File: config.mk
export PLATFORM = sky130hd
export DESIGN_NAME = hdr_exit_restart_ctrl
export DESIGN_NICKNAME = d
export VERILOG_FILES = /design/src/rtl/hdr_ctrl_pkg.sv /design/src/rtl/bus_line_sync.sv /design/src/rtl/hdr_exit_restart_ctrl.sv
export SDC_FILE = /design/constraint.sdc
export NUM_CORES = 1
export LEC_CHECK = 0
export BUFFER_PORTS_ARGS = -buffer_cell sky130_fd_sc_hd__buf_2
export CAP_MARGIN = 30
export CORE_MARGIN = 8
export CORE_UTILIZATION = 55
export CTS_BUF_LIST = sky130_fd_sc_hd__clkbuf_16
export DETAILED_ROUTE_END_ITERATION = 7
export PLACE_DENSITY = 0.74
export SLEW_MARGIN = 20
export SYNTH_ARGS = -nofsm -noshare
export SYNTH_HDL_FRONTEND = slang
export SYNTH_HIERARCHICAL = 1
export SYNTH_SLANG_ARGS = --single-unit
export TNS_END_PERCENT = 1
File: constraint.sdc
create_clock -name i_sys_clk -period 3.05 [get_ports i_sys_clk]
set_input_delay 0.1525 -clock i_sys_clk [delete_from_list [all_inputs] [get_ports i_sys_clk]]
set_output_delay 0.1525 -clock i_sys_clk [all_outputs]
set_load 0.01 [all_outputs]
File: src/rtl/hdr_ctrl_pkg.sv
// Shared types and constants for the HDR Exit / HDR Restart pattern controller.
// Latency: n/a (declarations only).
// Backpressure: n/a.
package hdr_ctrl_pkg;

    // Fall counter is wide enough to hold EXIT_FALLS, where it saturates.
    localparam int FALL_W = 3;

    localparam logic [FALL_W-1:0] RESTART_FALLS = 3'd2;
    localparam logic [FALL_W-1:0] EXIT_FALLS    = 3'd4;

    typedef enum logic [1:0] {
        IDLE,
        ARMED,
        COUNT,
        EXIT_WAIT
    } hdr_state_t;

endpackage

File: src/rtl/bus_line_sync.sv
// Synchronizes one asynchronous bus line and reports its rise/fall edges.
// Latency: s follows the pin SYNC_STAGES cycles after it is first sampled; rise/fall are combinational from s.
// Backpressure: none; free-running.
//
// Ports:
//   clk, rst   system clock, synchronous active-high reset
//   line       raw asynchronous bus line
//   s          synchronized level
//   rise, fall single-cycle edge flags of s
module bus_line_sync #(
    parameter int SYNC_STAGES = 2
) (
    input  logic clk,
    input  logic rst,
    input  logic line,
    output logic s,
    output logic rise,
    output logic fall
);

    logic [SYNC_STAGES-1:0] sync_q;
    logic                   prev_q;

    // Reset to 1 everywhere: an idle I3C bus is pulled high, so leaving reset
    // with the lines high produces no spurious edge.
    always_ff @(posedge clk) begin
        if (rst) begin
            sync_q <= '1;
            prev_q <= 1'b1;
        end else begin
            sync_q <= {sync_q[SYNC_STAGES-2:0], line};
            prev_q <= sync_q[SYNC_STAGES-1];
        end
    end

    assign s    = sync_q[SYNC_STAGES-1];
    assign rise = s & ~prev_q;
    assign fall = ~s & prev_q;

endmodule

File: src/rtl/hdr_exit_restart_ctrl.sv
// Arms and classifies HDR Restart / HDR Exit patterns on SCL/SDA while in HDR mode.
// Latency: classified pulse one cycle after the deciding synchronized edge (SYNC_STAGES+1 cycles after the pin change).
// Backpressure: none; pulses are single-cycle and unacknowledged; i_enable=0 forces IDLE and drops pending pulses.
//
// Ports:
//   i_sys_clk, i_sys_rst  system clock, synchronous active-high reset
//   i_enable              level arm from the HDR engine
//   i_scl, i_sda          raw asynchronous bus lines
//   o_restart_det         pulse: HDR Restart
//   o_exit_det            pulse: HDR Exit followed by STOP
//   o_pattern_err         pulse: malformed pattern or timeout
//   o_busy                high while a pattern is being counted or the STOP is awaited
module hdr_exit_restart_ctrl
    import hdr_ctrl_pkg::*;
#(
    parameter int SYNC_STAGES    = 2,
    parameter int TIMEOUT_CYCLES = 255,
    parameter int TMO_W          = 8
) (
    input  logic i_sys_clk,
    input  logic i_sys_rst,
    input  logic i_enable,
    input  logic i_scl,
    input  logic i_sda,
    output logic o_restart_det,
    output logic o_exit_det,
    output logic o_pattern_err,
    output logic o_busy
);

    localparam logic [TMO_W-1:0] TMO_LAST = TMO_W'(TIMEOUT_CYCLES - 1);

    logic scl_s, scl_rise, scl_fall;
    logic sda_s, sda_rise, sda_fall;

    bus_line_sync #(.SYNC_STAGES(SYNC_STAGES)) u_scl_sync (
        .clk  (i_sys_clk),
        .rst  (i_sys_rst),
        .line (i_scl),
        .s    (scl_s),
        .rise (scl_rise),
        .fall (scl_fall)
    );

    bus_line_sync #(.SYNC_STAGES(SYNC_STAGES)) u_sda_sync (
        .clk  (i_sys_clk),
        .rst  (i_sys_rst),
        .line (i_sda),
        .s    (sda_s),
        .rise (sda_rise),
        .fall (sda_fall)
    );

    hdr_state_t        state;
    logic [FALL_W-1:0] falls;
    logic [TMO_W-1:0]  tmo;
    // Set after an Exit so IDLE stays put until the engine drops i_enable.
    logic              rearm_block;

    always_ff @(posedge i_sys_clk) begin
        if (i_sys_rst) begin
            state         <= IDLE;
            falls         <= '0;
            tmo           <= '0;
            rearm_block   <= 1'b0;
            o_restart_det <= 1'b0;
            o_exit_det    <= 1'b0;
            o_pattern_err <= 1'b0;
            o_busy        <= 1'b0;
        end else begin
            o_restart_det <= 1'b0;
            o_exit_det    <= 1'b0;
            o_pattern_err <= 1'b0;

            if (!i_enable) begin
                // Disarm wins over any decision made this cycle.
                state       <= IDLE;
                falls       <= '0;
                tmo         <= '0;
                rearm_block <= 1'b0;
                o_busy      <= 1'b0;
            end else begin
                unique case (state)
                    IDLE: begin
                        o_busy <= 1'b0;
                        if (!rearm_block) begin
                            state <= ARMED;
                        end
                    end

                    ARMED: begin
                        o_busy <= 1'b0;
                        if (!scl_s && sda_s) begin
                            state  <= COUNT;
                            falls  <= '0;
                            tmo    <= '0;
                            o_busy <= 1'b1;
                        end
                    end

                    COUNT: begin
                        o_busy <= 1'b1;
                        // SCL edges take priority; a coincident SDA edge is dropped.
                        if (scl_rise) begin
                            state  <= ARMED;
                            o_busy <= 1'b0;
                            if (falls == RESTART_FALLS && sda_s) begin
                                o_restart_det <= 1'b1;
                            end else if (falls != '0) begin
                                o_pattern_err <= 1'b1;
                            end
                        end else if (scl_fall) begin
                            tmo <= '0;
                        end else if (sda_rise || sda_fall) begin
                            tmo <= '0;
                            if (sda_fall && !scl_s) begin
                                falls <= falls + 3'd1;
                                if (falls == EXIT_FALLS - 3'd1) begin
                                    state <= EXIT_WAIT;
                                end
                            end
                        end else if (tmo == TMO_LAST) begin
                            state         <= ARMED;
                            o_pattern_err <= 1'b1;
                            o_busy        <= 1'b0;
                        end else begin
                            tmo <= tmo + 1'b1;
                        end
                    end

                    EXIT_WAIT: begin
                        o_busy <= 1'b1;
                        if (scl_rise || scl_fall) begin
                            tmo <= '0;
                        end else if (sda_rise && scl_s) begin
                            // STOP completes the Exit; stay down until re-armed.
                            state       <= IDLE;
                            rearm_block <= 1'b1;
                            o_exit_det  <= 1'b1;
                            o_busy      <= 1'b0;
                        end else if (sda_rise || sda_fall) begin
                            // Extra falls are ignored; falls stays saturated.
                            tmo <= '0;
                        end else if (tmo == TMO_LAST) begin
                            state         <= ARMED;
                            o_pattern_err <= 1'b1;
                            o_busy        <= 1'b0;
                        end else begin
                            tmo <= tmo + 1'b1;
                        end
                    end

                    default: begin
                        state  <= IDLE;
                        o_busy <= 1'b0;
                    end
                endcase
            end
        end
    end

endmodule

Word-level counts from Yosys, hierarchy flattened
Index checks and enable logic that the tools add are counted.

word-level totals
  bits in latches = 0
  memory bits (read-only) = 0
  memories kept = 0
  register bits = 24
  input bits = 5
  output and inout port bits = 4
  RAM bits = 0

cells by class
  equal/unequal tests = 18
  divide/modulo/power cells = 0
  shifts and indexed selects = 0
  add/sub/neg operators = 2
  bitwise operators = 13
  $mul = 0
  reduce and logical (&&, ||, !) cells = 18
  order comparisons = 0
  muxes and demuxes = 45

operators with widths
  kind                   count
  $mux W8                7
  $pmux W8 S3            1
  $mux W2                11
  $mux W1                17
  $mux W3                5
  $ne A2 B2 Y1 const B   7
  $ne A3 B3 Y1 const B   3
  $not A1 Y1             9
  $add A8 B1 Y8 const B  1
  $eq A8 B8 Y1 const B   1
  $ne A4 B4 Y1 const B   2
  $pmux W2 S4            1
  $reduce_or A4 Y1       2
  $reduce_and A7 Y1      1
  $eq A3 B2 Y1 const B   2
  $pmux W3 S2            1
  $reduce_and A6 Y1      1
  $reduce_bool A3 Y1     2
  $and A1 B1 Y1          4
  $eq A2 B2 Y1 const B   2
  $logic_and A1 B1 Y1    4
  $pmux W1 S4            1
  $reduce_and A4 Y1      1
  $add A3 B1 Y3 const B  1
  8 further kinds        9

Depth between registers and ports, before layout
Gate-level depths: netlist of run 1.

  word-level depth = 8
  depth in mapped cells = 6
  depth with buffers taken out = 6

By module
Netlist of run 1, hierarchy kept.

modules (own cells, without submodules)
  module                 area an instance (um2)  sequential area each (um2)  instances  cells an instance
  hdr_exit_restart_ctrl  1158.6                  360.3                       1          131
  bus_line_sync          92.6                    60.1                        2          8

Worst setup path before layout of run 1
OpenSTA, ideal clock, no wires.

  kind = reg2reg
  start point = register u_scl_sync.sync_q[1]
  end point = register tmo[4]
  buffers on the path = 0
  cell stages (with the launch flop) = 6
  slack = 1.340 ns
  clock period less this slack = 1.710 ns
  data arrival time = 1.611 ns
  cell sequence = dfxtp_1 -> nor2b_1 -> or2b_1 -> o211ai_4 -> a22oi_2 -> a2111oi_4

between the ends
  elaborated cells between the ends (all ways) = 15

RTL lines
  item                                                                      RTL line                      RTL
  from (decl)                                                               bus_line_sync.sv:21           logic [SYNC_STAGES-1:0] sync_q;
  from (signal assigned)                                                    bus_line_sync.sv:31           sync_q <= {sync_q[SYNC_STAGES-2:0], line};
  $and A1 B1 Y1 *                                                           bus_line_sync.sv:37           assign rise = s & ~prev_q;
  net scl_rise                                                              hdr_exit_restart_ctrl.sv:33   logic scl_s, scl_rise, scl_fall;
  $logic_or A1 B1 Y1                                                        hdr_exit_restart_ctrl.sv:133  if (scl_rise || scl_fall) begin
  $ne A3 B3 Y1 (no source line) / $mux W8 (equally long branches)           --
  $reduce_and A4 Y1 (no source line) / $pmux W8 S3 (equally long branches)  --
  to (signal assigned)                                                      hdr_exit_restart_ctrl.sv:127  tmo <= tmo + 1'b1;
  to (signal assigned)                                                      hdr_exit_restart_ctrl.sv:149  tmo <= tmo + 1'b1;
  to (decl)                                                                 hdr_exit_restart_ctrl.sv:56   logic [TMO_W-1:0] tmo;

Mark *: on every way through the listed nets, which the timed path passes. The rest lies on a longest branch. The select of a mux whose other input is x is not followed.
A chain may end at the register's enable or synchronous reset.

Worst setup path in the final report of run 1
Same ends and word-level chain as after synthesis.

==> metrics.txt, run 1 <==
Post-synth ARST share 0%; TritonCTS clock tree built; Yosys warnings 6; count of instances resized after the clock tree is built 0; leading cell types by total area after synthesis dfxtp_1, ha_1, a21oi_1; max-slew violation count 0; met3 capacity usage during global routing 3.74%; Detail Route Antenna Nets 0; synth-to-layout area growth 9.31%; shortest clock period the worst path allows after layout between 1.5 and 2 ns; maximum number of pins on one net before global-route repair 14; die area 4280 µm²; M1 GR Usage between 15 and 20%; chip height approximately 65 µm; worst flop-to-flop path endpoint tmo[4]; post-layout net count 168; list of most frequent post-synthesis cells dfxtp_1, a21oi_1, inv_1; synthesized area per cell slightly above 9 µm²; number of cell instances on the worst register-to-register path 5; most heavily used metal layer in global routing met2; path type of the worst setup path flop to flop; path type of the worst min-delay path input port to flop; total clock buffers created by CTS 3; startpoint of the most critical register-to-register path u_scl_sync/sync_q[1]; Tightest Pin Transition 0.726 ns; first-pass GRT wire length a little under 5000 µm; required time reported for the critical path endpoint 3.21 ns; latest clock arrival within the worst-skew pair between 0.2 and 0.3 ns; maximum fanout encountered on the critical timing path 9; cts hold-fix bufs 0; top flip-flop cell by instance count after synthesis dfxtp_1; proportion of synthesized chip area in sequential cells between 30% and 40%; TritonCTS Sinks 24; antenna diode count 0; most common cell in the netlist dfxtp_1; sort of element at the start of the critical path flop; final setup violation count 0; count of unresolved DRC violations after routing 0; via count between 1,000 and 1,500; vias in the first global route between 1,000 and 1,500; die width 65.4 µm; cell area reported after detailed placement 1390 µm²; CTS clock-pin slew for the worst setup and hold paths 0.06 ns; leading area contributor after synthesis dfxtp_1; max-cap violation count 0; routed len/inst between 15 and 20 µm; RSZ-0062 raised after global routing no; first-pass detailed-route iteration total 4; initial core utilization between 50% and 60%; root buffer selected by CTS clkbuf_16; Final TNS setup 0 ns; fraction of layout instances using a drive strength above 1 between 10% and 20%; Yosys reg bits 24; power per unit of standard cell area roughly 440 nW/µm²; leakage power total roughly 0.00052 µW; drt first-iter violations 53; filler cell count in the final layout approximately 230; Row Count 18; # port buffers 8; Worst IR Drop VDD roughly 0.34 mV; Core Box Area roughly 2400 µm²; wirelength, routed 2800 µm; Via density slightly above 6; routability congestion estimate from global placement 0.847; post-synth cell types 50; setup repair bufs after CTS 0; H-tree levels 1; Hold Fails Final Rpt 0; Critical Path Sink tmo[4]; status complete, no violations; Post-Synthesis Cells roughly 150; Post-synth EDFFs 0; Max Clk Rate around 0.53 GHz; Top-Level Pins 9; fraction of synthesized cell area taken by the top area cell type between 30% and 40%; synthesized netlist net count 158; antenna violations before repair 0; total global routing overflow 0; kind of end point of the critical path flop; total track usage 14.5%; post-route standard cell area excluding fillers about 1500 µm²; fraction of the cycle the final worst path needs between 60% and 70%; relative slew slack around half; largest clock skew in the final design between 0.003 and 0.004 ns; startpoint of the most critical setup path u_scl_sync/sync_q[1]; global-route track usage on met2 approximately a quarter; maximum clock insertion buffer count 2; HPWL reported at the end of detailed placement ~2100 µm; flop-to-flop setup slack roughly 1.1 ns; arrival time of the worst setup path between 2 and 2.5 ns; cell area after synthesis 1340 µm²
-- through the flow --
| step | utilization [%] | power (µW) | hold slack, ns | std cells | setup WS [ns] |
|---|---|---|---|---|---|
| 3_5_place_dp | 58.2 | 363 | 0.338 | 182 | 1.17 |
| 3_3_place_gp | 58.2 | 362 | 0.339 | 182 | 1.23 |
| 4_1_cts | 61.5 | 648 | 0.0705 | 186 | 1.16 |
| 5_1_grt | 61.5 | 662 | 0.0773 | 186 | 0.985 |
| 2_1_floorplan | - | 355 | 0.250 | 147 | 1.34 |
| 6_report | 61.5 | 643 | 0.0722 | 186 | 1.15 |
-- worst min-delay path by stage --
stage / startpoint / end / slack, ns / cells after the start
finish: i_sda / u_sda_sync/sync_q[0] / 0.07 / 2
global placement: i_sda / u_sda_sync/sync_q[0] / 0.34 / 2
CTS: i_sda / u_sda_sync/sync_q[0] / 0.07 / 2
detailed placement: i_sda / u_sda_sync/sync_q[0] / 0.34 / 2
floorplan: i_sys_rst / u_scl_sync/prev_q / 0.25 / 1
global route: i_sda / u_sda_sync/sync_q[0] / 0.08 / 2
-- sequential cells by signal (all words and copies together), names as in the netlist --
signal	flops
rearm_block	1
u_sda_sync/prev_q	1
o_pattern_err	1
tmo	8
falls	3
u_scl_sync/sync_q	2
u_sda_sync/sync_q	2
state	2
u_scl_sync/prev_q	1
o_exit_det	1
o_restart_det	1
o_busy	1
-- layout by cell type, fill, tap and decap left out, types with 3 or more instances in the layout --
master,n
ha_1,6
nand3_1,6
nor2b_1,5
and4_1,3
a21oi_1,13
clkbuf_16,3
nand4_1,5
nor2_1,9
or2_1,6
buf_2,8
nand2_1,9
inv_1,10
a211oi_1,3
dfxtp_1,24
-- critical path, stage by stage (launching register included) --
cell and delay (ns):
dfxtp_1 0.44, nor2b_1 0.40, or2b_1 0.33, o211ai_4 0.17, a22oi_2 0.15, a2111oi_4 0.31
-- logic make-up after synthesis --
group | synth area share [%]
and+or+nand+nor | 28.1
AOI/OAI and AO/OA | 23.6
DFF | 35.8
buffers and inverters | 5.40
adders and majority gates | 5.59
muxes | 1.58
-- metal layers --
layer	vias up	wire length (µm)
li1	560	-
met1	543	1260
met2	18	1390
met3	5	88
met4	0	55
met5	-	0
-- where the power goes --
group	internal, µW	switching [µW]	total, µW
clock	175	112	288
combinational	13.6	19.7	33.3
sequential	318	4.82	323
-- layout make-up --
type | count | area, µm² | share of cell area, %
clock buffer | 3 | 75.1 | 5.11
clock inverter | 1 | 3.75 | 0.256
inverter | 11 | 41.3 | 2.81
multi-input combinational | 109 | 791 | 53.8
sequential | 24 | 480 | 32.7
tap | 30 | 37.5 | 2.56
timing repair buffer | 8 | 40.0 | 2.73
Note: power is estimated with default switching activity, not from simulation.
==> inputs of run 2 (changes only) <==
- ABC_AREA: not set -> 1
- PLACE_DENSITY: 0.74 -> 0.73
- clock period: 3.05 -> 1.78 ns (I/O delays scaled with it)
==> metrics.txt, run 2 <==
first-pass detailed-route iteration total 4 (unchanged); post-layout net count 238 (+42%); power per unit of standard cell area 773 nW/µm² (+76%); H-tree levels 1 (unchanged); antenna diode count 0 (unchanged); status complete, no violations; shortest clock period the worst path allows after layout 1.59 ns (-0.316 ns); Tightest Pin Transition 0.298 ns (-0.428 ns); kind of end point of the critical path flop; largest stage delay on the critical path 0.36 ns (-0.08 ns); vias in the first global route 1,156 (+2.4%); TritonCTS Sinks 24 (unchanged); fraction of the cycle the final worst path needs 89.2% (+27 points); latest clock arrival within the worst-skew pair 0.26 ns (about the same); leading cell types by total area after synthesis dfxtp_1, nand2_1, inv_1; startpoint of the most critical register-to-register path u_scl_sync/sync_q[1]; synthesized area per cell 6.58 µm² (-28%); first-pass GRT wire length 4840 µm (-1.8%); arrival time of the worst setup path 1.75 ns (-0.32 ns); ordered list of cells on the worst path inv_1 > nor2_1 > buf_4 > nand3_1 > nand2_2 > nor2_4 > buf_4 > nand2_1 > nand2_1 > nand2_1 > nor2_1; total track usage 13.7% (-0.79 points); root buffer selected by CTS clkbuf_16; worst flop-to-flop path endpoint tmo[0]; cts hold-fix bufs 0 (unchanged); synthesized netlist net count 223 (+41%); cell area reported after detailed placement 1460 µm² (+4.9%); top flip-flop cell by instance count after synthesis dfxtp_1; end of the worst hold path u_scl_sync/sync_q[0]; via count 1,278 (+13%); Post-Synthesis Cells 212 (+44%); Post-synth EDFFs 0 (unchanged); # port buffers 8 (unchanged); Top-Level Pins 9 (unchanged); CTS clock-pin slew for the worst setup and hold paths 0.06 ns (about the same); number of cell instances on the worst register-to-register path 11 (+6); cell area after synthesis 1400 µm² (+3.8%); Yosys reg bits 24 (unchanged); die width 66.4 µm (+1.4%); drt first-iter violations 65 (+23%); largest clock skew in the final design 0.00225 ns (-0.00153 ns); post-route standard cell area excluding fillers 1560 µm² (+6.4%); Largest register FFs 8 (unchanged); max-cap violation count 0 (unchanged); flop-to-flop setup slack 0.19 ns (-0.95 ns); Final TNS setup 0 ns (unchanged); count of unresolved DRC violations after routing 0 (unchanged); total clock buffers created by CTS 3 (unchanged); leading area contributor after synthesis dfxtp_1; synth-to-layout area growth 12.0%; max-slew violation count 0 (unchanged); HP Start i_scl; Hold Fails Final Rpt 0 (unchanged); Post-synth ARST share 0% (unchanged); list of most frequent post-synthesis cells nand2_1, inv_1, nor2_1; registers with the most flip-flops tmo (8), falls (3); Row Count 18 (unchanged); Crit-path slowest cell dfxtp_1; Max Clk Rate 0.630 GHz (+20%); proportion of synthesized chip area in sequential cells 34.4% (-1.3 points); total global routing overflow 0 (unchanged); routability congestion estimate from global placement 0.928 (+9.5%); fraction of layout instances using a drive strength above 1 14.2% (-4.4 points); post-synth cell types 23 (-54%); chip height 66.4 µm (+1.4%); path type of the worst min-delay path input port to flop; initial core utilization 57.4% (+1.1 points); antenna violations before repair 0 (unchanged); final setup violation count 0 (unchanged); Worst IR Drop VDD 0.992 mV (+190%); leakage power total 0.000731 µW (+39%); path type of the worst setup path flop to flop; maximum fanout encountered on the critical timing path 7 (-2); TritonCTS clock tree built; routed len/inst 10.7 µm (-29%); Detail Route Antenna Nets 0 (unchanged); required time reported for the critical path endpoint 1.94 ns (-1.27 ns); wirelength, routed 2730 µm (-2.4%); register with the most flip-flops tmo; Core Box Area 2430 µm² (+1.9%); die area 4400 µm² (+2.9%); fraction of synthesized cell area taken by the top area cell type 34.4% (-1.3 points); maximum number of pins on one net before global-route repair 14 (unchanged); Yosys warnings 6 (unchanged); maximum clock insertion buffer count 2 (unchanged); highest-count cells in the layout ignoring fill and taps nand2_1, inv_1, nor2_1; RSZ-0062 raised after global routing no; relative slew slack 80.0% (+29 points); most common cell in the netlist nand2_1; most common cell after layout, fill and taps aside nand2_1; Via density 4.99 (-18%); dominant cell type by count on the critical path nand2_1; sort of element at the start of the critical path flop; HPWL reported at the end of detailed placement 2110 µm (+0.60%); depth of the worst hold-timing path 3 (+1)
==> run 2: repair_timing <==
action,4_1_cts,5_1_grt
endpoints found under the hold margin,0,0
gates resized for setup,0,1
endpoints found under the setup margin,0,6
setup buffers,0,3
==> run 2: area by class of cell <==
type                            count  area, µm²
Multi-Input combinational cell    148        744
Tap cell                           30       37.5
Clock buffer                        3       75.1
Fill cell                         225        870
Inverter                           38        151
Clock inverter                      1       3.75
Timing Repair Buffer               12       70.1
Sequential cell                    24        480
==> run 2: power breakdown <==
part / total, µW / leakage [µW] / internal [µW] / switching, µW
clock: 480 / 0.0000385 / 300 / 181
sequential: 564 / 0.000195 / 552 / 12.1
combinational: 164 / 0.000497 / 58.3 / 106
total: 1210 / 0.000731 / 910 / 298
==> run 2: cell families after synthesis <==
logic type	count (synthesis)	synth area share, %
compound gates	24	9.78
fa+ha+maj	6	5.38
buf+inv	40	12.2
flops	24	34.4
simple gates	118	38.2
==> run 2: worst max path at each step <==
stage | endpoint | start | cells past startpoint | slack (ns)
floorplan | tmo[0] | u_scl_sync/sync_q[1] | 10 | 0.37
global placement | tmo[1] | u_scl_sync/sync_q[1] | 9 | 0.25
detailed placement | tmo[7] | u_scl_sync/sync_q[1] | 9 | 0.17
CTS | tmo[5] | u_scl_sync/sync_q[1] | 9 | 0.16
global route | falls[1] | u_scl_sync/sync_q[1] | 10 | 0.002
finish | tmo[0] | u_scl_sync/sync_q[1] | 11 | 0.19
==> run 2: critical path: cells and delay by family, from the launching register on <==
family,cells,cell delay (ns)
DFF,1,0.36
buffers and inverters,3,0.41
and+or+nand+nor,8,0.72
==> run 2: layer usage <==
layer	vias up	part of all wire [%]	global-route usage [%]
li1	686	-	-
met1	557	49	16.9
met2	31	46	23.2
met3	4	4.4	3.56
met4	0	0.62	2.67
met5	-	0	0
==> run 2: metrics by stage <==
step                      total power [µW]  std cells  hold slack (ns)  setup slack [ns]  utilization [%]
after floorplan                        695        212            0.174             0.375                -
after global placement                 717        249            0.263             0.253             59.9
after detailed placement               722        249            0.267             0.174             59.9
after CTS                             1200        253          0.00334             0.159             63.2
after global routing                  1260        256          0.00955           0.00152             64.2
final                                 1210        256         0.000127             0.192             64.2
==> inputs of run 3 (changes only) <==
- GPL_TIMING_DRIVEN: not set -> 0
==> metrics.txt, run 3 (same netlist as run 2, synthesis figures left out) <==
Final TNS setup 0 ns (unchanged); kind of end point of the critical path flop; path type of the worst min-delay path input port to flop; Largest register FFs 8 (unchanged); routed len/inst 11.3 µm (+5.6%); antenna diode count 0 (unchanged); Gate power share 13.1% (-0.5 points); status complete, no violations; total clock buffers created by CTS 3 (unchanged); final setup violation count 0 (unchanged); share of power burned in the clock network 40.5% (+0.7 points); most common cell after layout, fill and taps aside nand2_1; synth-to-layout area growth 12.6%; fraction of the cycle the final worst path needs 87.6% (-1.6 points); drt first-iter violations 95 (+46%); required time reported for the critical path endpoint 1.93 ns (about the same); die width 66.4 µm (unchanged); Hold Slack 0.0891 ns (+0.0890 ns); HPWL reported at the end of detailed placement 2140 µm (+1.8%); H-tree levels 1 (unchanged); CTS clock-pin slew for the worst setup and hold paths 0.06 ns (about the same); first-pass GRT wire length 4860 µm (+0.58%); Total Power 1220 µW (+0.70%); Top-Level Pins 9 (unchanged); post-layout net count 238 (unchanged); register with the most flip-flops tmo; switch share 25.7% (+1.0 points); Hold Fails Final Rpt 0 (unchanged); die area 4400 µm² (unchanged); highest-count cells in the layout ignoring fill and taps nand2_1, inv_1, nor2_1; largest clock skew in the final design 0.00722 ns (+0.00497 ns); TritonCTS Sinks 24 (unchanged); Max Clk Rate 0.642 GHz (+1.9%); first-pass detailed-route iteration total 4 (unchanged); Core Box Area 2430 µm² (unchanged); arrival time of the worst setup path 1.70 ns (-0.05 ns); wirelength, routed 2870 µm (+5.2%); Via density 5.03 (+0.78%); routability congestion estimate from global placement 0.850 (-8.5%); maximum fanout encountered on the critical timing path 6 (-1); maximum clock insertion buffer count 2 (unchanged); TritonCTS clock tree built; Row Count 18 (unchanged); total track usage 14.1% (+0.42 points); # port buffers 8 (unchanged); power per unit of standard cell area 775 nW/µm² (+0.22%); vias in the first global route 1,200 (+3.8%); fraction of layout instances using a drive strength above 1 13.3% (-0.83 points); internal cell power 904 µW (-0.69%); initial core utilization 57.4% (unchanged); max-slew violation count 0 (unchanged); antenna violations before repair 0 (unchanged); total global routing overflow 0 (unchanged); Sequential Power Share 46.4% (-0.3 points); sort of element at the start of the critical path flop; max-cap violation count 0 (unchanged); count of unresolved DRC violations after routing 0 (unchanged); total net switching power 313 µW (+4.9%); via count 1,283 (+0.39%); shortest clock period the worst path allows after layout 1.56 ns (-0.0290 ns); RSZ-0062 raised after global routing no; maximum number of pins on one net before global-route repair 13 (-1); post-route standard cell area excluding fillers 1570 µm² (+0.48%); Tightest Pin Transition 0.324 ns (+0.0261 ns); Worst IR Drop VDD 0.553 mV (-44%); registers with the most flip-flops tmo (8), falls (3); leakage power total 0.000730 µW (-0.13%); filler cell count in the final layout 226 (+0.44%); relative slew slack 78.3% (-1.7 points); path type of the worst setup path flop to flop; root buffer selected by CTS clkbuf_16; chip height 66.4 µm (unchanged); latest clock arrival within the worst-skew pair 0.27 ns (about the same); cell area reported after detailed placement 1470 µm² (+1.0%); Detail Route Antenna Nets 0 (unchanged)
## run 3: cell types whose count changed in the layout (fill, tap and decap cells not counted), sizes merged
cell | previous run | this run
buf | 12 | 10
clkinvlp | 1 | 0
dlygate4sd3 | 0 | 2
## run 3: cell type report
class                           instances  area, µm²  area share [%]
Inverter                               38        148            9.40
Tap cell                               30       37.5            2.39
Timing Repair Buffer                   10       60.1            3.82
Multi-Input combinational cell        148        747            47.6
Clock buffer                            3       75.1            4.78
Sequential cell                        24        480            30.6
Buffer                                  2       22.5            1.43
## run 3: stage by stage
stage	cells	setup slack, ns	util, %
after CTS	255	0.0957	64.5
after floorplan	212	0.375	-
after detailed placement	250	0.112	60.5
after global routing	255	0.0924	64.6
after global placement	250	0.122	60.5
final	255	0.221	64.6
## run 3: worst max-delay path, cell delays in order, from the launching register on
cell and delay, ns:
dfxtp_1 0.37, inv_1 0.08, nor2_2 0.22, nor2_4 0.09
nand3_4 0.10, nand2_2 0.07, nor2_4 0.12, clkinv_1 0.19
nand2_1 0.11, a21oi_1 0.08
## run 3: worst paths after layout
check / to / from / slack [ns] / cells after the start
setup / recovery: tmo[7] / u_scl_sync/sync_q[1] / 0.22 / 9
hold / removal: u_scl_sync/sync_q[1] / i_sys_rst / 0.09 / 3
setup reg to reg: tmo[7] / u_scl_sync/sync_q[1] / 0.22 / 9
hold reg to reg: u_scl_sync/sync_q[1] / u_scl_sync/sync_q[0] / 0.42 / 2
## run 3: what timing repair did
action | in CTS | in global routing
setup endpoints to repair | 0 | 5
hold buffers | 2 | 0
buffers inserted | 0 | 0
resized for setup | 0 | 1
hold endpoints to repair | 2 | 0
## run 3: routing by layer
layer	vias up	GRT usage (%)	part of all wire [%]
li1	680	-	-
met1	567	15.8	46
met2	31	23.3	47
met3	5	3.90	5.4
met4	0	8.27	1.8
met5	-	0	0
## run 3: power groups by stage
stage | logic (µW) | clock network (µW) | registers [µW]
final | 159 | 493 | 564
after global placement | 150 | 0 | 575
after CTS | 159 | 496 | 564
after detailed placement | 155 | 0 | 576
after global routing | 181 | 519 | 565
after floorplan | 121 | 0 | 574
